==> src/rtl/sm4_bist_pkg.sv <==
// Shared types and SM4 known-answer constants for the SM4 self-test engine.
// Holds the controller state encoding plus the standard SM4 test vectors.
// Everything here is compile-time only; no logic lives in the package.
package sm4_bist_pkg;

  // Controller phases of one self-test run.
  typedef enum logic [2:0] {
    ST_IDLE  = 3'd0,
    ST_KEY   = 3'd1,
    ST_KWAIT = 3'd2,
    ST_ISSUE = 3'd3,
    ST_WAIT  = 3'd4,
    ST_DONE  = 3'd5
  } bist_state_t;

  // Standard SM4 example: the key and the first plaintext are the same block.
  localparam logic [127:0] SM4_KAT_KEY = 128'h0123456789ABCDEFFEDCBA9876543210;
  localparam logic [127:0] SM4_KAT_PT  = 128'h0123456789ABCDEFFEDCBA9876543210;

  // Ciphertext after one encryption of SM4_KAT_PT under SM4_KAT_KEY.
  localparam logic [127:0] SM4_KAT_CT_1  = 128'h681EDF34D206965E86B3E94F536E4246;

  // Ciphertext after 1,000,000 chained encryptions of the same vector.
  localparam logic [127:0] SM4_KAT_CT_1M = 128'h595298C7C6FD271F0402F804C33D3F66;
  localparam int unsigned  SM4_KAT_ITER_1M = 1000000;

  // Width of a counter that must represent values 0..n inclusive, never zero.
  function automatic int unsigned cnt_width(input int unsigned n);
    return (n < 1) ? 1 : $clog2(n + 1);
  endfunction

endpackage

==> src/rtl/sm4_kat_bist.sv <==
// Known-answer self-test engine: loads the key, runs NUM_ITER chained SM4 encryptions, checks the result.
// Latency: first data strobe KEY_LAT+2 cycles after START; 2 cycles of overhead per iteration beyond the core.
// Backpressure: one block in flight; waits for the core's ready strobe, aborting after TIMEOUT idle cycles.
module sm4_kat_bist
  import sm4_bist_pkg::*;
#(
  parameter logic [127:0] KEY       = SM4_KAT_KEY,
  parameter logic [127:0] PLAINTEXT = SM4_KAT_PT,
  parameter logic [127:0] EXPECTED  = SM4_KAT_CT_1,
  parameter int unsigned  NUM_ITER  = 1,
  parameter int unsigned  KEY_LAT   = 32,
  parameter int unsigned  TIMEOUT   = 1024,
  localparam int unsigned ITER_W    = $clog2(NUM_ITER + 1)
) (
  input  logic              CLK_i,
  input  logic              RST_N_i,
  input  logic              START_i,
  output logic [127:0]      MK_o,
  output logic              MK_VALID_o,
  output logic [127:0]      DAT_o,
  output logic              DAT_VALID_o,
  input  logic [127:0]      DAT_i,
  input  logic              DAT_READY_i,
  output logic              BUSY_o,
  output logic              DONE_o,
  output logic              PASS_o,
  output logic              TIMEOUT_o,
  output logic [ITER_W-1:0] ITER_CNT_o,
  output logic [127:0]      RESULT_o
);

  // Counter widths: the key-wait counter only needs to reach KEY_LAT-1,
  // the timeout counter is sized to hold TIMEOUT so saturation is explicit.
  localparam int unsigned KW = cnt_width(KEY_LAT);
  localparam int unsigned TW = $clog2(TIMEOUT + 1);

  localparam logic [KW-1:0]     KLAST = KW'(KEY_LAT - 1);
  localparam logic [TW-1:0]     TLAST = TW'(TIMEOUT - 1);
  localparam logic [TW-1:0]     TMAX  = TW'(TIMEOUT);
  localparam logic [ITER_W-1:0] ILAST = ITER_W'(NUM_ITER - 1);

  bist_state_t       state;
  logic [127:0]      block;
  logic [KW-1:0]     kcnt;
  logic [TW-1:0]     tcnt;
  logic [ITER_W-1:0] iter_cnt;

  // The key never changes; the block register is what the core sees.
  assign MK_o       = KEY;
  assign DAT_o      = block;
  assign ITER_CNT_o = iter_cnt;

  // Run controller: every output strobe and flag is registered from the next-state decision.
  always_ff @(posedge CLK_i) begin
    if (!RST_N_i) begin
      state       <= ST_IDLE;
      block       <= PLAINTEXT;
      kcnt        <= '0;
      tcnt        <= '0;
      iter_cnt    <= '0;
      MK_VALID_o  <= 1'b0;
      DAT_VALID_o <= 1'b0;
      BUSY_o      <= 1'b0;
      DONE_o      <= 1'b0;
      PASS_o      <= 1'b0;
      TIMEOUT_o   <= 1'b0;
      RESULT_o    <= '0;
    end else begin
      // Strobes are single-cycle unless re-armed below.
      MK_VALID_o  <= 1'b0;
      DAT_VALID_o <= 1'b0;

      case (state)
        // START is honoured only when no run is in progress; a restart from
        // DONE clears the verdict but keeps the last captured ciphertext.
        ST_IDLE, ST_DONE: begin
          if (START_i) begin
            state      <= ST_KEY;
            block      <= PLAINTEXT;
            kcnt       <= '0;
            iter_cnt   <= '0;
            PASS_o     <= 1'b0;
            TIMEOUT_o  <= 1'b0;
            DONE_o     <= 1'b0;
            BUSY_o     <= 1'b1;
            MK_VALID_o <= 1'b1;
          end
        end

        // Key strobe is out this cycle; start waiting for the key schedule.
        ST_KEY: begin
          state <= ST_KWAIT;
        end

        // Give the core KEY_LAT cycles to expand the key before any data.
        ST_KWAIT: begin
          if (kcnt == KLAST) begin
            state       <= ST_ISSUE;
            DAT_VALID_o <= 1'b1;
          end else begin
            kcnt <= kcnt + KW'(1);
          end
        end

        // Data strobe is out this cycle; arm a fresh response window.
        ST_ISSUE: begin
          state <= ST_WAIT;
          tcnt  <= '0;
        end

        // A response in the final window cycle still counts: ready is tested
        // before the expiry comparison.
        ST_WAIT: begin
          if (DAT_READY_i) begin
            block    <= DAT_i;
            RESULT_o <= DAT_i;
            iter_cnt <= iter_cnt + ITER_W'(1);
            if (iter_cnt == ILAST) begin
              state  <= ST_DONE;
              DONE_o <= 1'b1;
              BUSY_o <= 1'b0;
              PASS_o <= (DAT_i == EXPECTED);
            end else begin
              state       <= ST_ISSUE;
              DAT_VALID_o <= 1'b1;
            end
          end else if (tcnt == TLAST) begin
            state     <= ST_DONE;
            DONE_o    <= 1'b1;
            BUSY_o    <= 1'b0;
            TIMEOUT_o <= 1'b1;
            PASS_o    <= 1'b0;
          end else if (tcnt != TMAX) begin
            tcnt <= tcnt + TW'(1);
          end
        end

        default: begin
          state  <= ST_IDLE;
          BUSY_o <= 1'b0;
        end
      endcase
    end
  end

endmodule

==> config.mk <==
export PLATFORM = sky130hd
export DESIGN_NAME = sm4_kat_bist
export DESIGN_NICKNAME = d
export VERILOG_FILES = /design/src/rtl/sm4_bist_pkg.sv /design/src/rtl/sm4_kat_bist.sv
export SDC_FILE = /design/constraint.sdc
export NUM_CORES = 1
export LEC_CHECK = 0
export ABC_AREA = 1
export CAP_MARGIN = 0
export CORE_AREA = 2 2 201 203
export CTS_BUF_LIST = sky130_fd_sc_hd__clkbuf_4 sky130_fd_sc_hd__clkbuf_8
export CTS_CLUSTER_SIZE = 16
export DETAILED_ROUTE_END_ITERATION = 10
export DIE_AREA = 0 0 203 205
export PLACE_DENSITY_LB_ADDON = 0.25
export SLEW_MARGIN = 25
export SYNTH_ARGS = -nofsm -noshare
export SYNTH_HDL_FRONTEND = slang
export SYNTH_SLANG_ARGS = --single-unit
==> constraint.sdc <==
create_clock -name CLK_i -period 1.74 [get_ports CLK_i]
set_clock_uncertainty 0.15 [all_clocks]
set_input_delay 0.348 -clock CLK_i [delete_from_list [all_inputs] [get_ports CLK_i]]
set_output_delay 0.348 -clock CLK_i [all_outputs]
set_load 0.03 [all_outputs]
==> Flow_metrics.wiki <==
{| class="wikitable"
! Metric !! Value
|-
| Outcome || complete, but fails checks
|-
| Failing checks || negative setup slack
|-
| Worst path bufs/invs || 5
|-
| Total wirelength of the detailed-routed design || 44700 um
|-
| Total congestion overflow after global routing || 0
|-
| Final total power || ~25 mW
|-
| Highest-count cells in the layout ignoring fill and taps || sky130_fd_sc_hd__nand2_1, sky130_fd_sc_hd__dfxtp_1, sky130_fd_sc_hd__buf_2, sky130_fd_sc_hd__a21oi_1, sky130_fd_sc_hd__buf_4
|-
| Routability Congestion || 0.818
|-
| Total Die Area || 41600 um2
|-
| Buffer cell driving the clock tree root || sky130_fd_sc_hd__clkbuf_8
|-
| Hold Crit Endpoint || DAT_o[40]
|-
| Post-detailed-route DRC marker count || 0
|-
| Longest individual stage delay on the worst path || roughly 0.36 ns
|-
| Total routing usage reported by global routing || between 10% and 20%
|-
| Fin crit share || 102%
|-
| Cell-internal power || 15.4 mW
|-
| Hold violation count in the final report || 0
|-
| Leak Pwr || just under 8 nW
|-
| Power density over the cells || 1430 nW/um2
|-
| DPL Wire Length || 30300 um
|-
| Arrival time at the worst endpoint || roughly 2.1 ns
|-
| Die height || 205 um
|-
| Clock latency on the worst-skew pair || 0.62 ns
|-
| Critical setup path kind || flop to flop
|-
| Initial standard-cell utilization of the core || 28.9%
|-
| Largest fanout of any net on the critical path || 13
|-
| Number of core rows || 73
|-
| Setup violators final || 1
|-
| Sequential share of power || approximately 32%
|-
| IO buf count || between 300 and 400
|-
| Series of cell instances along the critical path || nor2_4, buf_12, o21ai_4, nor2_4, buf_12, inv_6, nand2_8, inv_16, clkbuf_16, o21a_1
|-
| Switching power || 9.74 mW
|-
| Least setup slack across all paths after layout || -0.0291 ns
|-
| Path type of the worst min-delay path || input pin to flop
|-
| TritonCTS Sinks || approximately 280
|-
| Number of distinct library cells after synthesis || 37
|-
| FF-to-FF End || DONE_o
|-
| Clock period minus worst slack || 1.77 ns
|-
| Clock tree from TritonCTS || yes
|-
| Fraction of layout cells with a size suffix above 1 || 30.1%
|-
| Die X-Extent || just over 200 um
|-
| Primary FF master, synth || sky130_fd_sc_hd__dfxtp_1
|-
| Clock power share || 27.8%
|-
| Type of destination of the critical path || flop
|-
| Area share of the leading cell type in the synthesized netlist || around half
|-
| Source of the critical timing path || state[0]
|-
| Pin count of the biggest net entering global routing || 58
|-
| Number of cells on the worst hold path || 3
|-
| Family with the most delay on the worst path || buffers and inverters
|-
| Final count of pins violating max slew || 0
|-
| Flip-flop and latch count after synthesis || roughly 280
|-
| Part of the Yosys area used for sequential elements || 49.9%
|-
| Number of vias after detailed routing || between 10k and 15k
|-
| Leading cell types by total area after synthesis || sky130_fd_sc_hd__dfxtp_1, sky130_fd_sc_hd__nand2_1, sky130_fd_sc_hd__a21oi_1
|-
| Asr flop ratio synth || 0%
|-
| Area of the placeable core || 39400 um2
|-
| Total inserted antenna cells || 0
|-
| Ys Warns || 0
|-
| Clock transition time at the flip-flop clock pins of the worst setup and hold paths || 0.06 ns
|-
| Number of enable flip-flop cells after synthesis || 0
|-
| Worst Setup Start Kind || flop
|-
| TritonCTS buffer count || 50
|-
| DR pass1 iterations || 5
|-
| H-Tree Depth || 2
|-
| Worst reg-to-reg setup slack || -0.03 ns
|-
| R2R depth || 10
|-
| Post-DR wirelength/cell || 17.1 um
|-
| Startpoint of the worst hold path || DAT_i[40]
|-
| Bufs on Longest Clock Path || 3
|-
| Post-route ant nets || 0
|-
| Number of nets in the layout || 2180
|-
| Peak VDD IR || 0.711 mV
|-
| Antenna violations before repair || 0
|-
| Startpoint of the most critical register-to-register path || state[0]
|-
| Comb power frac || about 40%
|-
| WHS || 0.189 ns
|-
| Number of top-level design ports || 523
|-
| Commonest non-fill, non-tap cell in the layout || sky130_fd_sc_hd__nand2_1
|-
| Data required, critical path || 2.10 ns
|-
| Post-synth design cell area || 11400 um2
|-
| Area added between synthesis and finish || 54.8%
|-
| Via count of the first global-routing pass || 10.9k
|-
| Post-Synthesis Mean Instance Area || roughly 7.6 um2
|-
| RSZ-0062 raised after global routing || true
|-
| Net switching fraction of the power || 38.7%
|-
| Max Clk Rate || between 500 and 600 MHz
|-
| Most area-hungry cell type in the Yosys netlist || sky130_fd_sc_hd__dfxtp_1
|-
| First-pass GRT wire length || 62000 um
|-
| Slowest cell on the critical path || sky130_fd_sc_hd__dfxtp_4
|-
| Routed via count divided by cell count || 4.38
|-
| Number of instances in the synthesized netlist || 1501
|-
| Initial drt markers || roughly 450
|-
| Cts hold-fix bufs || 0
|-
| Number of maximum-capacitance constraint violations || 0
|}
-- metrics by stage --
| step | instance area (um2) | util, % | cells | setup TNS [ns] | setup slack [ns] |
|---|---|---|---|---|---|
| 6_report | 17600 | 44.7 | 2608 | -0.0291 | -0.0291 |
| 5_1_grt | 17600 | 44.7 | 2608 | -4.62 | -0.111 |
| 4_1_cts | 16700 | 42.4 | 2584 | 0 | 0.0000884 |
| 3_5_place_dp | 16500 | 41.9 | 2484 | -102.18 | -0.614 |
| 3_3_place_gp | 16500 | 41.9 | 2484 | -97.22 | -0.668 |
| 2_1_floorplan | 11800 | - | 1627 | 0 | 0.0282 |
-- cell type report --
class	count	area, um2
clock buffers	81	1000
repair buffers	565	4850
inverters	103	438
flip-flops and latches	283	5690
clock inverters	9	129
multi-input cells	1042	4830
fillers	3990	21800
well taps	525	657
-- worst max path at each step --
stage / depth (start not counted) / endpoint / slack (ns)
final: 10 / DONE_o / -0.03
after detailed placement: 12 / PASS_o / -0.61
after global routing: 10 / kcnt[3] / -0.11
after floorplan: 11 / tcnt[10] / 0.03
after global placement: 11 / PASS_o / -0.67
after CTS: 8 / DAT_o[92] / 0.00009
-- synth_stat cells (2+ instances only) --
cell type	number
sky130_fd_sc_hd__nand2_1	469
sky130_fd_sc_hd__dfxtp_1	283
sky130_fd_sc_hd__a21oi_1	205
sky130_fd_sc_hd__buf_4	133
sky130_fd_sc_hd__inv_1	97
sky130_fd_sc_hd__nor2_1	93
sky130_fd_sc_hd__nand3_1	88
sky130_fd_sc_hd__clkbuf_1	34
sky130_fd_sc_hd__buf_2	28
sky130_fd_sc_hd__o21ai_0	12
sky130_fd_sc_hd__nor3_1	10
sky130_fd_sc_hd__inv_2	6
sky130_fd_sc_hd__nand4_1	5
sky130_fd_sc_hd__buf_1	4
sky130_fd_sc_hd__ha_1	3
sky130_fd_sc_hd__nand2_4	3
sky130_fd_sc_hd__nor2_4	3
sky130_fd_sc_hd__xor2_1	3
sky130_fd_sc_hd__conb_1	2
sky130_fd_sc_hd__nor2_2	2
sky130_fd_sc_hd__xnor2_1	2
-- kinds of logic (layout without fill, tap and decap cells) --
group | after synthesis | after routing | synth area share [%]
flip-flops | 283 | 283 | 49.9
adder cells (fa/ha/maj) | 3 | 3 | 0.330
buffers and inverters | 303 | 758 | 14.8
XOR/XNOR | 5 | 5 | 0.385
other | 2 | 128 | 0.0661
AND/OR/NAND/NOR | 680 | 681 | 24.4
AO/OA/AOI/OAI | 225 | 225 | 10.2
-- state kept, by name (all words and copies together), names as in the netlist, 3 cells and up --
signal    count
state         3
tcnt         11
DAT_o       128
RESULT_o    128
kcnt          6
-- routing by layer --
layer	global-route usage, %	wire (um)	vias up
met4	6.39	1610	0
met3	7.52	4350	83
met2	32.7	21200	478
li1	-	-	5601
met5	0	0	-
met1	22.0	17600	5256
-- power by group through the flow --
stage	registers (mW)	logic [mW]	clock network, mW
floorplan	9.77	3.52	0
global placement	8.11	9.16	0
detailed placement	8.13	9.19	0
CTS	8.01	8.75	7.21
global route	8.18	10.8	7.52
finish	8.05	10.1	7.00
-- timing repair --
item | 4_1_cts | 5_1_grt
gates cloned | 3 | 12
endpoints found under the setup margin | 333 | 214
resized for setup | 1267 | 171
pin swaps | 6 | 40
buffers inserted | 7 | 14
-- worst register-to-register path, stage by stage, from the launching register on --
cell	delay [ns]
sky130_fd_sc_hd__dfxtp_4	0.36
sky130_fd_sc_hd__nor2_4	0.17
sky130_fd_sc_hd__buf_12	0.13
sky130_fd_sc_hd__o21ai_4	0.06
sky130_fd_sc_hd__nor2_4	0.18
sky130_fd_sc_hd__buf_12	0.13
sky130_fd_sc_hd__inv_6	0.04
sky130_fd_sc_hd__nand2_8	0.08
sky130_fd_sc_hd__inv_16	0.07
sky130_fd_sc_hd__clkbuf_16	0.20
sky130_fd_sc_hd__o21a_1	0.11
Note: power is estimated with default switching activity, not from simulation.
